==> src/rtl/dmem_arbiter_pkg.sv <==
// Shared encodings for the dmem arbiter: FSM states and dmem size codes.
package dmem_arbiter_pkg;

   typedef enum logic {
      ST_IDLE  = 1'b0,
      ST_BURST = 1'b1
   } arb_state_t;

   // Access size codes shared by the core and dmem lwhb/swhb pins
   localparam logic [1:0] SZ_WORD = 2'b11;
   localparam logic [1:0] SZ_HALF = 2'b10;
   localparam logic [1:0] SZ_BYTE = 2'b01;

   // dmem pin encodings when nothing is granted: no store, word-sized load
   localparam logic [1:0] SWHB_NONE = 2'b00;
   localparam logic [1:0] LWHB_IDLE = SZ_WORD;

endpackage

==> src/rtl/dmem_burst_agen.sv <==
// DMA burst address generator: latches base/length/direction on start and
// walks base + 4*beat, flagging the last beat and the done pulse.
module dmem_burst_agen
   import dmem_arbiter_pkg::*;
#(
   parameter int XLEN      = 32,
   parameter int MAX_BURST = 8,
   parameter int LEN_W     = $clog2(MAX_BURST) + 1
) (
   input  logic             clk,
   input  logic             reset,
   input  logic             i_start,
   input  logic             i_advance,
   input  logic             i_abort,
   input  logic [XLEN-1:0]  i_base,
   input  logic             i_we,
   input  logic [LEN_W-1:0] i_len,
   output logic [XLEN-1:0]  o_addr,
   output logic             o_we,
   output logic             o_last_beat,
   output logic             o_done,
   output logic             o_multi
);

   logic [XLEN-1:0]  r_base;
   logic [LEN_W-1:0] r_len;
   logic             r_we;
   logic [LEN_W-1:0] r_beat;
   logic [LEN_W-1:0] w_len_eff;

   // A zero length means one beat; oversize requests are clipped
   always_comb begin
      w_len_eff = i_len;
      if (i_len == '0)
         w_len_eff = LEN_W'(1);
      else if (i_len > LEN_W'(MAX_BURST))
         w_len_eff = LEN_W'(MAX_BURST);
   end

   assign o_addr      = r_base + XLEN'({r_beat, 2'b00});
   assign o_we        = r_we;
   assign o_last_beat = (r_beat == (r_len - LEN_W'(1)));
   assign o_multi     = (w_len_eff > LEN_W'(1));
   // Beat 0 is done immediately for single-beat bursts
   assign o_done      = i_start ? !o_multi : (i_advance & o_last_beat);

   // Latch burst descriptor on start, step the beat counter on each advance
   always_ff @(posedge clk) begin
      if (reset || i_abort) begin
         r_beat <= '0;
      end else if (i_start) begin
         r_base <= i_base;
         r_len  <= w_len_eff;
         r_we   <= i_we;
         r_beat <= LEN_W'(1);
      end else if (i_advance) begin
         r_beat <= o_last_beat ? '0 : r_beat + LEN_W'(1);
      end
   end

endmodule

==> src/rtl/dmem_arbiter.sv <==
// Two-port dmem arbiter: core has per-cycle priority, DMA gets starvation
// protection and may own the memory for a multi-beat word burst.
module dmem_arbiter
   import dmem_arbiter_pkg::*;
#(
   parameter int XLEN         = 32,
   parameter int MAX_BURST    = 8,
   parameter int STARVE_LIMIT = 4,
   parameter int LEN_W        = $clog2(MAX_BURST) + 1
) (
   input  logic             clk,
   input  logic             reset,
   input  logic             c_req,
   input  logic             c_we,
   input  logic [XLEN-1:0]  c_addr,
   input  logic [XLEN-1:0]  c_wdata,
   input  logic [1:0]       c_lwhb,
   input  logic [1:0]       c_swhb,
   input  logic             c_lu,
   output logic             c_gnt,
   output logic             c_rvalid,
   output logic [XLEN-1:0]  c_rdata,
   input  logic             d_req,
   input  logic             d_we,
   input  logic [XLEN-1:0]  d_addr,
   input  logic [LEN_W-1:0] d_len,
   input  logic [XLEN-1:0]  d_wdata,
   output logic             d_gnt,
   output logic             d_done,
   output logic             d_rvalid,
   output logic [XLEN-1:0]  d_rdata,
   output logic             m_we,
   output logic [XLEN-1:0]  m_a,
   output logic [XLEN-1:0]  m_wd,
   output logic [1:0]       m_lwhb,
   output logic [1:0]       m_swhb,
   output logic             m_lu,
   input  logic [XLEN-1:0]  m_rd
);

   localparam int SC_W = $clog2(STARVE_LIMIT + 1);

   arb_state_t      r_state;
   logic [SC_W-1:0] r_starve;
   logic            r_c_rvalid, r_d_rvalid;
   logic [XLEN-1:0] r_c_rdata, r_d_rdata;

   logic            w_idle, w_starved, w_d_win, w_d_beat, w_abort;
   logic [XLEN-1:0] w_base, w_burst_addr;
   logic            w_burst_we, w_last, w_multi, w_d_we_cur;

   assign w_idle     = (r_state == ST_IDLE);
   assign w_starved  = (r_starve == SC_W'(STARVE_LIMIT));
   assign w_d_win    = !reset & w_idle & d_req & (w_starved | !c_req);
   assign w_d_beat   = !reset & !w_idle & d_req;
   assign w_abort    = !w_idle & !d_req;
   assign c_gnt      = !reset & w_idle & c_req & !w_d_win;
   assign d_gnt      = w_d_win | w_d_beat;
   assign w_base     = d_addr & ~XLEN'(3);
   assign w_d_we_cur = w_idle ? d_we : w_burst_we;

   assign c_rvalid = r_c_rvalid;
   assign c_rdata  = r_c_rdata;
   assign d_rvalid = r_d_rvalid;
   assign d_rdata  = r_d_rdata;

   dmem_burst_agen #(
      .XLEN      (XLEN),
      .MAX_BURST (MAX_BURST),
      .LEN_W     (LEN_W)
   ) u_agen (
      .clk         (clk),
      .reset       (reset),
      .i_start     (w_d_win),
      .i_advance   (w_d_beat),
      .i_abort     (w_abort),
      .i_base      (w_base),
      .i_we        (d_we),
      .i_len       (d_len),
      .o_addr      (w_burst_addr),
      .o_we        (w_burst_we),
      .o_last_beat (w_last),
      .o_done      (d_done),
      .o_multi     (w_multi)
   );

   // Steer the winning requester onto the dmem pins, idle values otherwise
   always_comb begin
      m_we   = 1'b0;
      m_a    = '0;
      m_wd   = '0;
      m_lwhb = LWHB_IDLE;
      m_swhb = SWHB_NONE;
      m_lu   = 1'b0;
      if (c_gnt) begin
         m_we   = c_we;
         m_a    = c_addr;
         m_wd   = c_wdata;
         m_lwhb = c_lwhb;
         m_swhb = c_swhb;
         m_lu   = c_lu;
      end else if (d_gnt) begin
         m_we   = w_d_we_cur;
         m_a    = w_idle ? w_base : w_burst_addr;
         m_wd   = d_wdata;
         m_lwhb = SZ_WORD;
         m_swhb = SZ_WORD;
      end
   end

   // Arbitration FSM: IDLE arbitrates per cycle, BURST hands dmem to the DMA
   always_ff @(posedge clk) begin
      if (reset) begin
         r_state <= ST_IDLE;
      end else begin
         case (r_state)
            ST_IDLE:  if (w_d_win && w_multi) r_state <= ST_BURST;
            ST_BURST: if (!d_req || w_last)   r_state <= ST_IDLE;
            default:  r_state <= ST_IDLE;
         endcase
      end
   end

   // Count consecutive denied DMA cycles, saturating at the limit
   always_ff @(posedge clk) begin
      if (reset || d_gnt)
         r_starve <= '0;
      else if (w_idle && d_req && !w_starved)
         r_starve <= r_starve + SC_W'(1);
   end

   // Register read data back to whichever requester issued the load
   always_ff @(posedge clk) begin
      if (reset) begin
         r_c_rvalid <= 1'b0;
         r_d_rvalid <= 1'b0;
         r_c_rdata  <= '0;
         r_d_rdata  <= '0;
      end else begin
         r_c_rvalid <= c_gnt & !c_we;
         r_d_rvalid <= d_gnt & !w_d_we_cur;
         if (c_gnt && !c_we) r_c_rdata <= m_rd;
         if (d_gnt && !w_d_we_cur) r_d_rdata <= m_rd;
      end
   end

endmodule

==> config.mk <==
export PLATFORM = sky130hd
export DESIGN_NAME = dmem_arbiter
export DESIGN_NICKNAME = d
export VERILOG_FILES = /design/src/rtl/dmem_arbiter_pkg.sv /design/src/rtl/dmem_burst_agen.sv /design/src/rtl/dmem_arbiter.sv
export SDC_FILE = /design/constraint.sdc
export NUM_CORES = 1
export LEC_CHECK = 0
export BUFFER_PORTS_ARGS = -buffer_cell sky130_fd_sc_hd__buf_2
export CORE_AREA = 2 2 121 123
export DETAILED_ROUTE_END_ITERATION = 6
export DIE_AREA = 0 0 123 125
export HOLD_SLACK_MARGIN = 0.03
export PLACE_DENSITY = 0.81
export SLEW_MARGIN = 10
export SYNTH_ARGS = -nofsm -noshare
export SYNTH_HDL_FRONTEND = slang
export SYNTH_HIERARCHICAL = 1
export SYNTH_SLANG_ARGS = --single-unit
==> constraint.sdc <==
create_clock -name clk -period 7.2 [get_ports clk]
set_clock_uncertainty 0.15 [all_clocks]
set_input_delay 1.44 -clock clk [delete_from_list [all_inputs] [get_ports clk]]
set_output_delay 1.44 -clock clk [all_outputs]
set_load 0.01 [all_outputs]
Word level (Yosys, flattened, before mapping):

Cells that the tools add are included.

* register bits after elaboration: 109
* input port bits: 175
* output and inout port bits: 139
* word-level logic and storage cells: 75

* add/sub/neg operators: 4
* order comparisons: 2
* equal/unequal tests: 2
* multiplexer cells: 21
* bitwise gates (word level): 15
* reductions and logical operators: 20

Operators with widths (number)
* 32-bit 2-to-1 mux: 5
* 32-bit by 6-bit adder with 32-bit output: 1
* 4-bit 2-to-1 mux: 3
* 1-bit AND: 11
* 1-bit 2-to-1 mux: 9
* 1-bit logical NOT: 8
* 2-bit 2-to-1 mux: 3
* 1-bit logical AND: 5
* 4-bit by 1-bit adder with 4-bit output (second input constant): 1
* 4-bit equality test: 1
* 4-bit by 1-bit greater-than comparator with 1-bit output (second input constant): 1
* 4-bit greater-than comparator (second input constant): 1
* 4-bit logical NOT: 1
* 4-bit by 1-bit subtractor with 4-bit output (second input constant): 1
* 3-bit by 1-bit adder with 3-bit output (second input constant): 1
* 3-bit equality test (second input constant): 1
* 1-bit logical OR: 3
* 1-bit NOT: 2
* 1-bit OR: 2
* 1-bit one-hot mux with 2 select lines: 1
* 2-bit AND reduction: 1
* 2-bit nonzero test: 1
* 2-bit OR reduction: 1

Longest topological paths before layout:

* depth in word-level cells: 7
* mapped depth: 10
* mapped depth without buffers: 9

Hierarchy:

The synthesis kept the hierarchy.

By module, submodules not included
* dmem_arbiter: instances 1, cells each 413, area each 3791.1 um^2, seq. area each 1401.3 um^2
* dmem_burst_agen: instances 1, cells each 180, area each 2157.1 um^2, seq. area each 1191.1 um^2

Least setup slack after synthesis:

Ideal clock, no wire load.

* path kind: input to register
* start point: input port reset
* end point: register u_agen.r_we, in the netlist u_agen/o_we (enable)
* setup time: 485 ps
* arrival time: 5147 ps
* data required time: 6565 ps
* setup slack: 1418 ps
* cell stages on the path: 5
* path buffers: 1
* cells stage by stage: buf_2 -> and2b_1 -> inv_1 -> a211oi_1 -> nor3b_1

* longest elaborated chain between the ends: 5
* elaborated cells between the ends (all ways): 7
* classes of those cells: bitwise: 4; reduce/logical: 3

RTL lines
* from (decl): RTL line dmem_arbiter.sv:12 `input logic reset,`
* 1-bit logical NOT: RTL line dmem_arbiter.sv:54 `assign w_d_win = !reset & w_idle & d_req & (w_starved | !c_req);`
* 1-bit AND (3 in a row): RTL line dmem_arbiter.sv:54
* net w_d_win: RTL line dmem_arbiter.sv:48 `logic w_idle, w_starved, w_d_win, w_d_beat, w_abort;`
* 2-bit AND reduction (no line)
* to (signal assigned): RTL line dmem_burst_agen.sv:54 `r_we <= i_we;`
* to (decl): RTL line dmem_burst_agen.sv:27 `logic r_we;`

The timed path passes the listed nets, and every way through them passes these cells.
A chain may end at the register's enable or synchronous reset.

Worst setup path in the final report:

* start point: input port c_req
* end point: output port m_wd[20]

* longest elaborated chain between the ends: 6
* elaborated cells between the ends (all ways): 9
* classes of those cells: mux: 2; bitwise: 5; reduce/logical: 2

RTL lines
* from (decl): RTL line dmem_arbiter.sv:13 `input logic c_req,`
* 1-bit logical NOT: RTL line dmem_arbiter.sv:54
* 1-bit OR: RTL line dmem_arbiter.sv:54
* 1-bit AND: RTL line dmem_arbiter.sv:54
* 1-bit OR / 1-bit logical NOT (equally long branches): RTL line dmem_arbiter.sv:58, dmem_arbiter.sv:57
* 32-bit 2-to-1 mux / 1-bit AND (equally long branches): RTL line dmem_arbiter.sv:102, dmem_arbiter.sv:57
* 32-bit 2-to-1 mux *: RTL line dmem_arbiter.sv:95 `if (c_gnt) begin`
* to (decl): RTL line dmem_arbiter.sv:34 `output logic [XLEN-1:0] m_wd,`

Mark *: on every way between the ends. The rest lies on a longest branch, timed or not.

==> flow_summary.yaml <==
layout:
  area_growth_pct: 32.86
  final_cell_mix: "buf_2 (311), dfxtp_1 (73), mux2i_1 (64)"
  nets: 1059
  diodes: 0
  mostFrequentLayoutCell: "buf_2"
  nFillCells: 1246
  final-seq-area_mm2: 0.002594
  drive_gt1_share_pct: 39.09
  multi_input_area_mm2: 0.002948
  fin_util_pct: 55.64
sta:
  fmax_mhz: 188.4
  tightest_slew_ns: 1.160
  setup_tns_ns: 0
  finalCritPeriodShare_pct: 73.72
  hold_violations: 0
  rsz0062_at_grt: "false"
  min_period_ns: 5.308
  slew_headroom_pct: 22.46
  setup_violations: 0
  slew_violations: 0
clock_network:
  cts_setup_buffers: 0
  clk_latency_ns: 0.34
  clockBufferDepth: 2
  cts.sinks: 111
  htreeDepth: 3
  cts.repair.resized: 0
  clk_pin_slew_ns: 0.09
  cts_tree: "yes"
  cts_hold_buf: 0
  numCtsBuffers: 9
  cts-root-buf: "clkbuf_16"
setup_path:
  crit_path_top_delay_cell: "o21ai_4"
  worstSetupStartpointType: "input port"
  crit_arrival_ns: 3.72
  crit_family: "compound AO/OA/AOI/OAI gates"
  worstSetupEndpointType: "output pin"
  r2r_cells: 6
  worstReg2RegStart: "r_state$_SDFF_PP0_"
  path_cells: "buf_2 > nand2b_1 > buf_4 > o21ai_4 > inv_2 > a22o_1 > buf_2"
  path_max_fanout: 38
  critPathKind: "in -> out"
  r2r-end: "r_starve[1]$_SDFFE_PP0P_"
  crit_required_ns: 5.61
  worst_path_most_repeated_cell: "buf_2"
  r2r_setup_slack_ns: 4.26
  crit_buf_inv: 4
  cpPeakStageDelay_ns: 0.74
floorplan:
  fp.dieW_um: 123
  core-area_mm2: 0.01420
  io_pins: 314
  dieArea_mm2: 0.01538
  row_count: 44
  dieHeight_um: 125
  start_util_pct: 41.88
drt:
  drc_errors: 0
  drtIter0Drc: 261
  firstDrtPassIters: 5
  ant_nets: 0
  wl_per_cell_um: 16.12
  routed_wl_um: 17150
  vias: 5607
  vias_per_cell: 5.270
outcome:
  outcome: "finished clean"
place:
  gp_congestion: 0.7991
  portBuffers: 311
  hpwl_um: 12670
global_route:
  antenna_found_initial: 0
  grt_pass1_vias: 5203
  grt_pass1_wl_um: 26030
  grt_usage_pct: 21.32
  grt_overflow: 0
  grt_max_degree: 65
hold_path:
  worstHoldEndpoint: "d_rdata[3]$_SDFFE_PP0P_"
  hold_path_startpoint: "d_rdata[3]$_SDFFE_PP0P_"
  worstHoldPathType: "reg -> reg"
  min_delay_path_depth: 2
power_and_ir_drop:
  peakVddDrop_mv: 0.1042
  clockPowerShare_pct: 35.9
  comb_power_share_pct: 16.6
  power_switching_w: 0.0004034
  intPower_w: 0.001032
  power.share.sequential_pct: 47.5
  swShare_pct: 28.11
  powerDensity_mw_per_mm2: 181.6
  leakage_nw: 3.838
logic_synthesis:
  avgSynthCellArea_um2: 10.03
  yosysSeqAreaShare_pct: 43.58
  syn_inst: 593
  synth-seq-cells: 111
  ys_warn_count: 6
  synth-async-reset-ratio_pct: 0
  synth.cell_area_mm2: 0.005948
  synth_edf_count: 37
  synth.distinct_cells: 52
  ys.flop_type: "dfxtp_1"
run:
  cap_violations: 0
power by group through the flow:
stage / clock network, W / registers (W) / logic (W)
6_report: 0.000515 / 0.000682 / 0.000238
5_1_grt: 0.000550 / 0.000685 / 0.000260
4_1_cts: 0.000526 / 0.000682 / 0.000239
3_5_place_dp: 0 / 0.000696 / 0.000238
3_3_place_gp: 0 / 0.000696 / 0.000235
2_1_floorplan: 0 / 0.000705 / 0.000114
worst reg2reg max path: cells and delay by family, from the launching register on:
kind | cells | cell delay (ns)
flops | 1 | 0.31
compound gates | 2 | 1.06
simple gates | 1 | 0.24
buf+inv | 3 | 1.09
final cells by class:
type	instances	share of cell area (%)
timing repair buffer	317	20.42
clock inverter	7	1.219
inverter	52	2.470
tap	184	2.913
sequential	111	32.82
multi-input combinational	384	37.30
clock buffer	9	2.850
metal layers:
metal	global-route usage, %	up-vias	routed length, um
li1	-	2750	-
met1	27.86	2610	7346
met2	35.20	231	8159
met3	5.703	16	1454
met4	4.880	0	191
met5	0	-	0
logic make-up (layout without fill, tap and decap cells):
logic type	count (synthesis)	in the layout	share of synthesized area [%]
muxes	64	64	10.77
buffers and inverters	99	385	7.257
AOI/OAI and AO/OA	158	158	20.43
and+or+nand+nor	119	119	10.92
other	1	2	0.06304
DFF	111	111	43.58
xor gates and xnor gates	32	32	4.964
adders and majority gates	9	9	2.019
worst max-delay path by stage:
stage                from                     to  slack, ns  depth (start not counted)
finish              c_req               m_wd[20]       1.89                          7
global route        d_req                m_a[27]       1.70                          6
CTS                 d_req                   m_we       1.90                          6
detailed placement  d_req               m_wd[31]       1.88                          6
global placement    d_req               m_wd[20]       1.89                          6
floorplan           reset  u_agen/o_we$_DFFE_PP_       1.42                          5
Yosys cell counts (all sizes together), types with 2 or more instances:
cell,instances,area share (%)
dfxtp,74,25
mux2i,64,11
inv,51,3.2
nand2,44,2.8
o21ai,40,3.6
edfxtp,37,19
a22o,34,5.0
o311ai,32,4.7
o2bb2ai,31,4.6
buf,27,2.7
xnor2,25,3.7
clkbuf,20,1.3
nand3,19,1.6
nand4,12,1.5
ha,8,1.7
nor3,7,0.67
and2,6,0.63
and3,6,0.65
xor2,6,0.88
a211oi,5,0.63
a21oi,5,0.42
nand2b,5,0.65
nor2b,4,0.42
nor3b,4,0.50
nor2,3,0.19
nor4,3,0.57
or3,3,0.32
a211o,2,0.29
a21o,2,0.25
o211ai,2,0.34
o31ai,2,0.25
flip-flops by register name, indices dropped and copies added (netlist names):
name and flops:
c_rdata 32, d_rdata 32, u_agen/r_base 32, u_agen/r_beat 4, u_agen/r_len 4, r_starve 3
c_rvalid 1, d_rvalid 1, r_state 1, u_agen/o_we 1
stage by stage:
step                total power [W]  cell area [um2]  worst slack, ns  instances  hold WS (ns)
CTS                        0.001447             7903            1.896       1064        0.3142
finish                     0.001435             7903            1.892       1064        0.3101
detailed placement        0.0009339             7581            1.885       1048        0.2982
global placement          0.0009309             7581            1.891       1048        0.2910
global route               0.001495             7903            1.704       1064        0.3341
floorplan                 0.0008191             5952            1.418        594        0.3284
Note: power is estimated with default switching activity, not from simulation.
